[src/rtl/discr_scaler_counter.sv]
// Scaler for discriminator edge hits: counts non-inhibited rising edges over a
// programmable period and latches each period total behind a valid/ack handshake.
module discr_scaler_counter #(
    parameter int P_N_WIDTH   = 32,
    parameter int P_CNT_WIDTH = 32
) (
    input  logic                   clk,
    input  logic                   rst,
    input  logic [7:0]             bits_in,
    input  logic [7:0]             inhibit_in,
    input  logic [P_N_WIDTH-1:0]   period_len,
    input  logic                   scaler_ack,
    output logic [P_CNT_WIDTH-1:0] scaler_cnt,
    output logic                   scaler_valid,
    output logic                   scaler_overrun,
    output logic                   scaler_sat
);

    logic [P_N_WIDTH-1:0]   len_r;
    logic [P_N_WIDTH-1:0]   pcnt;
    logic [P_CNT_WIDTH-1:0] acc;
    logic                   acc_ovf;
    logic                   prev_bit;

    logic [7:0]             edge_v;
    logic [7:0]             hit;
    logic [3:0]             add;
    logic [P_CNT_WIDTH:0]   sum_wide;
    logic [P_CNT_WIDTH-1:0] sum_sat;
    logic                   sum_ovf;
    logic                   dis;
    logic                   close;

    always_comb begin
        // Bit 0 compares against the newest sample of the previous word.
        edge_v = bits_in & ~{bits_in[6:0], prev_bit};
        hit    = edge_v & ~inhibit_in;
        add    = '0;
        for (int i = 0; i < 8; i++)
            add = add + {3'b000, hit[i]};
        sum_wide = {1'b0, acc} + {{(P_CNT_WIDTH-3){1'b0}}, add};
        // acc_ovf keeps the saturation flag sticky once acc has clipped.
        sum_ovf  = sum_wide[P_CNT_WIDTH] | acc_ovf;
        sum_sat  = sum_wide[P_CNT_WIDTH] ? '1 : sum_wide[P_CNT_WIDTH-1:0];
        dis      = (len_r == '0);
        close    = !dis && (pcnt >= len_r - P_N_WIDTH'(1));
    end

    always_ff @(posedge clk) begin
        if (rst) begin
            len_r          <= '0;
            prev_bit       <= 1'b0;
            pcnt           <= '0;
            acc            <= '0;
            acc_ovf        <= 1'b0;
            scaler_cnt     <= '0;
            scaler_valid   <= 1'b0;
            scaler_overrun <= 1'b0;
            scaler_sat     <= 1'b0;
        end else begin
            len_r    <= period_len;
            prev_bit <= bits_in[7];
            if (dis) begin
                pcnt           <= '0;
                acc            <= '0;
                acc_ovf        <= 1'b0;
                scaler_cnt     <= '0;
                scaler_valid   <= 1'b0;
                scaler_overrun <= 1'b0;
                scaler_sat     <= 1'b0;
            end else if (close) begin
                // Close beats a same-cycle ack; overwrite of an unread result is flagged.
                scaler_cnt     <= sum_sat;
                scaler_sat     <= sum_ovf;
                scaler_valid   <= 1'b1;
                scaler_overrun <= scaler_overrun | (scaler_valid & ~scaler_ack);
                acc            <= '0;
                acc_ovf        <= 1'b0;
                pcnt           <= '0;
            end else begin
                acc     <= sum_sat;
                acc_ovf <= sum_ovf;
                pcnt    <= pcnt + P_N_WIDTH'(1);
                if (scaler_ack)
                    scaler_valid <= 1'b0;
            end
        end
    end

endmodule

[config.mk]
export PLATFORM = sky130hd
export DESIGN_NAME = discr_scaler_counter
export DESIGN_NICKNAME = d
export VERILOG_FILES = /design/src/rtl/discr_scaler_counter.sv
export SDC_FILE = /design/constraint.sdc
export NUM_CORES = 1
export LEC_CHECK = 0
export CAP_MARGIN = 15
export CORE_MARGIN = 2
export CORE_UTILIZATION = 50
export DETAILED_ROUTE_END_ITERATION = 12
export GPL_ROUTABILITY_DRIVEN = 0
export PLACE_DENSITY = 0.73
export SETUP_SLACK_MARGIN = 0.3
export SLEW_MARGIN = 15
export SYNTH_ARGS = -nofsm -noshare
export SYNTH_HDL_FRONTEND = slang
export SYNTH_SLANG_ARGS = --single-unit
[constraint.sdc]
create_clock -name clk -period 6.5 [get_ports clk]
set_input_delay 1.3 -clock clk [delete_from_list [all_inputs] [get_ports clk]]
set_output_delay 1.3 -clock clk [all_outputs]
set_load 0.01 [all_outputs]
==> results.toml, run 1 <==
[status]
run_status = "finished, final reports clean"

[die]
die_ht_um = 118
floorplan.io_pins = 86
coreArea_um2 = 12700
dieArea_um2 = 14000
chipWidth_um = 118
floorplan.initialDensity_pct = 51.5
placementRows = 41

[sta]
maxClockFrequency_ghz = 0.172
setup_ws_ns = 0.670
slew_headroom_pct = 37.9
finalSetupViolations = 0
min_period_ns = 5.83
setup_skew_ns = 0.00799
finalHoldWorstSlack_ns = 0.455
fin_setup_tns_ns = 0
rsz_0062_raised_after_global_routing = "false"
final_max_slew_viol_count = 0
tightestPinTransition_ns = 0.923
finalHoldViolCount = 0
final_min_period_over_clock_period_pct = 89.7

[routing]
drt_pass_1_iters = 5
detail-route-antenna-nets = 0
routed-via-count = 5330
viasPerCell = 5.39
wl_per_cell_um = 14.4
dr.first_iter.drc_count = 231
detail_route.wirelength_um = 14200
drc_errors = 0

[power]
p_switching_mw = 0.448
comb_power_share_pct = 8.7
post-layout-total-power_mw = 2.06
share_clk_of_total_power_pct = 50.1
static-leakage-power_nw = 3.07
power.switching_fraction_pct = 21.7
internal_power_mw = 1.61
sequentialPowerShare_pct = 41.3
vdd.ir_drop.worst_v = 0.000221
p_per_area_nw_per_um2 = 253

[clocking]
number_of_clock_sinks_seen_by_cts = 133
cts_made_buffers = 17
worst_setup_hold_path_clk_slew_ns = 0.05
clk_path_buf_depth = 2
cts_post_setup_buffers_inserted = 0
tritoncts = "done"
cts_resized = 0
cts_hold_buffers = 0
clock_latency_ns = 0.42
cts-root-buf = "clkbuf_16"
cts_max_level = 4

[grt]
grt_use_met3_pct = 5.65
vias_in_the_first_global_route = 5235
grt_pass1_wl_um = 24400
overall_overflow_remaining_after_global_route = 0
use_met2_pct = 38.0
track_usage_pct = 21.3
globalRouteMet1Util_pct = 24.4
largest_net_degree_at_the_start_of_global_routing = 65
antenna_violations_before_repair = 0
globalRoute.busiestLayer = "met2"

[place]
pre_cts_setup_slack_ns = 0.300
port_buffers = 85
placed_cell_area_um2 = 7510
hpwlAfterDp_um = 10400

[cells_and_area]
final_nets = 900
stdcell_area_um2 = 8150
areaGrowthSynthToFinish_pct = 24.9
antenna-diode-count = 0
fraction_of_layout_cells_with_a_size_suffix_above_1_pct = 6.62
final.fill_count = 1060

[critical_path]
max_stage_delay_ns = 0.56
worst_path_most_repeated_cell = "fa_1"
worst_setup_path_start_kind = "primary input"
worstSetupPathType = "primary input to flip-flop"
cp_num_buf_inv = 4
timing.critical_path.slowest_stage_cell = "fa_1"
setup.worst_path.end_class = "flip-flop"
reg2reg_slack_ns = 1.29
worst-path-max-fanout = 28
arrival_ns = 6.13
timing.critical_path.max_delay_family = "adder cells"
data_required_critical_path_ns = 6.80
sequence_of_cells_on_the_critical_path = "clkdlybuf4s50_1 -> nor3b_1 -> fa_1 -> inv_1 -> fa_1 -> inv_1 -> fa_1 -> fa_1 -> inv_1 -> fa_1 -> nand2b_1 -> a21oi_1 -> nand3_1 -> nor2_1 -> nand2_2 -> a311oi_1"

[synth]
synth.lib_cells_used.distinct = 51
synth_nets = 819
synthesis.yosys.warnings = 0
syn-cell-area_um2 = 6530
synth.avg_cell_area_um2 = 9.03
async_reset_ff_share_pct = 0
synth_seq_area_share_pct = 40.8
synth_seq_cells = 133
edff_count_synth = 0
main_flop_type_after_synthesis = "dfxtp_1"
post_synth_inst_count = 723

[hold_path]
min_path_type = "flip-flop to flip-flop"

[job]
max_cap_violations = 0
==> worst min-delay path, stage by stage, from the launching register on <==
cell and delay [ns]:
dfxtp_1 0.31, nor2_1 0.05, nor2_1 0.07
==> cells in the final DEF (no fill, tap or decap), types with 3 or more instances in the layout <==
master	instances
dfxtp_1	133
nor2_1	94
clkdlybuf4s50_1	85
nand2_1	51
xor2_1	45
ha_1	40
nor2b_1	36
xnor2_1	34
nor3_1	32
a21oi_1	31
nand4_1	28
nand3_1	23
clkbuf_16	17
a311oi_1	13
a211oi_1	12
inv_1	11
and3_1	11
o31ai_1	10
o21ai_0	9
nand2b_1	8
and4_1	8
nor3b_1	7
nor4_1	7
buf_4	7
and2_1	5
mux2i_1	5
fa_1	5
clkbuf_8	5
a31oi_1	4
a21o_1	4
bufinv_16	4
or4_4	3
or2_2	3
==> state kept, by name, summed over array words and instances (netlist names) <==
name / cells
acc: 32
acc_ovf: 1
len_r: 32
pcnt: 32
prev_bit: 1
scaler_cnt: 32
scaler_overrun: 1
scaler_sat: 1
scaler_valid: 1
==> per-stage QoR <==
step	std cells	util (%)
2_1_floorplan	723	-
3_5_place_dp	957	59.3
6_report	988	64.4
3_3_place_gp	957	59.3
5_1_grt	988	64.4
4_1_cts	988	64.4
==> power by group through the flow <==
stage	logic (mW)	clock network [mW]	registers (mW)
floorplan	0.120	0	0.865
global placement	0.171	0	0.868
detailed placement	0.179	0	0.869
CTS	0.182	1.05	0.852
global route	0.207	1.09	0.854
finish	0.179	1.03	0.852
==> synth_stat cells (11+ instances only) <==
cell / number / area share [%]
a211oi_1: 12 / 1.4
a21oi_1: 31 / 2.4
a311oi_1: 13 / 1.7
and3_1: 11 / 1.1
buf_2: 12 / 0.92
clkbuf_1: 17 / 0.98
dfxtp_1: 133 / 41
ha_1: 40 / 7.7
inv_1: 11 / 0.63
nand2_1: 51 / 2.9
nand3_1: 23 / 1.8
nand4_1: 28 / 2.7
nor2_1: 94 / 5.4
nor2b_1: 36 / 3.5
nor3_1: 32 / 2.5
xnor2_1: 34 / 4.6
xor2_1: 45 / 6.0
==> routing by layer <==
| metal | wire length [µm] | vias to the layer above |
|---|---|---|
| met5 | 0 | - |
| li1 | - | 2704 |
| met4 | 256 | 0 |
| met2 | 7250 | 132 |
| met3 | 663 | 18 |
| met1 | 6070 | 2476 |
==> final cells by class <==
cell class | instances | area [µm²] | share of cell area (%)
flip-flops and latches | 133 | 2660 | 32.7
well taps | 172 | 215 | 2.64
repair buffers | 92 | 903 | 11.1
clock inverters | 8 | 145 | 1.78
multi-input cells | 549 | 3690 | 45.2
inverters | 11 | 41.3 | 0.506
clock buffers | 23 | 498 | 6.11
==> final timing paths <==
kind                     to        from  cells past startpoint
max          scaler_cnt[10]  bits_in[0]                     16
min                 acc_ovf     acc_ovf                      2
max reg2reg  scaler_cnt[10]    len_r[0]                     14
min reg2reg         acc_ovf     acc_ovf                      2
==> logic make-up after synthesis <==
group | share of synthesized area, %
and+or+nand+nor | 26.2
DFF | 40.8
AOI/OAI and AO/OA | 9.72
xor gates and xnor gates | 10.6
adders and majority gates | 9.20
buffers and inverters | 2.70
muxes | 0.767
(Power assumes the default switching activity.)
==> run 2, diff against run 1 <==
--- a/config.mk
+++ b/config.mk
@@ -6,7 +6,6 @@
 export NUM_CORES = 1
 export LEC_CHECK = 0
 export CAP_MARGIN = 15
-export CORE_MARGIN = 2
 export CORE_UTILIZATION = 50
 export DETAILED_ROUTE_END_ITERATION = 12
 export GPL_ROUTABILITY_DRIVEN = 0
==> results.toml, run 2 (same netlist as run 1, synthesis figures left out) <==
[status]
run_status = "finished, final reports clean"

[die]
chipWidth_um = 116
placementRows = 41
coreArea_um2 = 12700
floorplan.initialDensity_pct = 51.5
dieArea_um2 = 13500
floorplan.io_pins = 86
die_ht_um = 116

[sta]
min_period_ns = 5.68
rsz_0062_raised_after_global_routing = "false"
setup_ws_ns = 0.824
finalSetupViolations = 0
final_max_slew_viol_count = 0
final_min_period_over_clock_period_pct = 87.3
finalHoldViolCount = 0
setup_skew_ns = 0.00652
fin_setup_tns_ns = 0
tightestPinTransition_ns = 0.866
maxClockFrequency_ghz = 0.176
slew_headroom_pct = 42.1

[grt]
antenna_violations_before_repair = 0
grt_pass1_wl_um = 24400
vias_in_the_first_global_route = 5425
track_usage_pct = 23.3
overall_overflow_remaining_after_global_route = 0
largest_net_degree_at_the_start_of_global_routing = 43

[critical_path]
worstSetupPathType = "primary input to flip-flop"
timing.critical_path.slowest_stage_cell = "fa_1"
max_stage_delay_ns = 0.56
worst-path-max-fanout = 28
cp_num_buf_inv = 4
data_required_critical_path_ns = 6.82
sequence_of_cells_on_the_critical_path = "clkdlybuf4s50_1 -> nor3b_1 -> fa_1 -> inv_1 -> fa_1 -> inv_1 -> fa_1 -> fa_1 -> inv_1 -> fa_1 -> nand2b_1 -> a21oi_1 -> nand3_1 -> nor2_1 -> nand2_2 -> a311oi_1"
worst_path_most_repeated_cell = "fa_1"
timing.critical_path.max_delay_family = "adder cells"
setup.worst_path.end_class = "flip-flop"
arrival_ns = 6.00
worst_setup_path_start_kind = "primary input"

[place]
place.detailed.instances = 957
port_buffers = 85
hpwlAfterDp_um = 10500
pre_cts_setup_slack_ns = 0.373

[clocking]
clk_path_buf_depth = 2
cts_hold_buffers = 0
cts_made_buffers = 17
cts-root-buf = "clkbuf_16"
worst_setup_hold_path_clk_slew_ns = 0.06
cts_max_level = 4
number_of_clock_sinks_seen_by_cts = 133
clock_latency_ns = 0.42
cts_resized = 0
tritoncts = "done"
cts_post_setup_buffers_inserted = 0

[cells_and_area]
antenna-diode-count = 0
mostFrequentLayoutCell = "dfxtp_1"
areaGrowthSynthToFinish_pct = 24.5
finalNonFillerCells = 989
multi_input_comb_area_um2 = 3690
fraction_of_layout_cells_with_a_size_suffix_above_1_pct = 6.49
final_nets = 900
layout_common_cells = "dfxtp_1, nor2_1, clkdlybuf4s50_1, nand2_1, xor2_1"
seqCellArea_um2 = 2660
final.fill_count = 1075

[routing]
routed-via-count = 5322
drt_pass_1_iters = 4
wl_per_cell_um = 14.3
detail_route.wirelength_um = 14100
detail-route-antenna-nets = 0
dr.first_iter.drc_count = 257
viasPerCell = 5.38
drc_errors = 0

[hold_path]
min_path_type = "flip-flop to flip-flop"

[power]
internal_power_mw = 1.57
p_switching_mw = 0.460
power.switching_fraction_pct = 22.7
p_per_area_nw_per_um2 = 249
share_clk_of_total_power_pct = 49.2
vdd.ir_drop.worst_v = 0.000178
comb_power_share_pct = 8.8
static-leakage-power_nw = 3.05
sequentialPowerShare_pct = 42.0

[job]
max_cap_violations = 0
## run 2: final timing paths
path                            startpoint       endpoint  slack (ns)  depth (start not counted)
worst min register to register     acc_ovf        acc_ovf        0.46                          2
worst max-delay path            bits_in[0]  scaler_cnt[9]        0.82                         16
worst max register to register    len_r[0]        acc[20]        1.29                         15
worst min-delay path               acc_ovf        acc_ovf        0.46                          2
## run 2: layer usage
| layer | vias to the layer above | wire [µm] | global-route usage [%] |
|---|---|---|---|
| li1 | 2706 | - | - |
| met1 | 2482 | 6020 | 26.4 |
| met2 | 116 | 7220 | 42.2 |
| met3 | 18 | 672 | 5.97 |
| met4 | 0 | 193 | 7.78 |
| met5 | - | 0 | 0 |
## run 2: per-stage QoR
| step | power, mW | hold WS, ns | util, % | area (µm²) |
|---|---|---|---|---|
| after CTS | 2.04 | 0.467 | 64.1 | 8130 |
| after detailed placement | 1.05 | 0.453 | 59.3 | 7510 |
| after global placement | 1.04 | 0.440 | 59.3 | 7510 |
| after floorplan | 0.985 | 0.425 | - | 6530 |
| after global routing | 2.10 | 0.502 | 64.1 | 8130 |
| final | 2.03 | 0.461 | 64.1 | 8130 |
## run 2: area by class of cell
cell class / instances / share of cell area, %
timing repair buffer: 92 / 11.1
inverter: 11 / 0.508
multi-input combinational: 549 / 45.4
tap: 172 / 2.65
clock buffer: 20 / 5.37
clock inverter: 12 / 2.20
sequential: 133 / 32.8
## run 2: power groups by stage
stage | combinational [mW] | clock, mW | sequential, mW
floorplan | 0.120 | 0 | 0.865
global placement | 0.172 | 0 | 0.868
detailed placement | 0.179 | 0 | 0.869
CTS | 0.181 | 1.01 | 0.852
global route | 0.203 | 1.05 | 0.854
finish | 0.178 | 0.998 | 0.852
## run 2: tightest hold or removal path: cells and delay by family (launching register included)
kind             cells  cell delay, ns
flip-flops           1            0.31
AND/OR/NAND/NOR      2            0.12
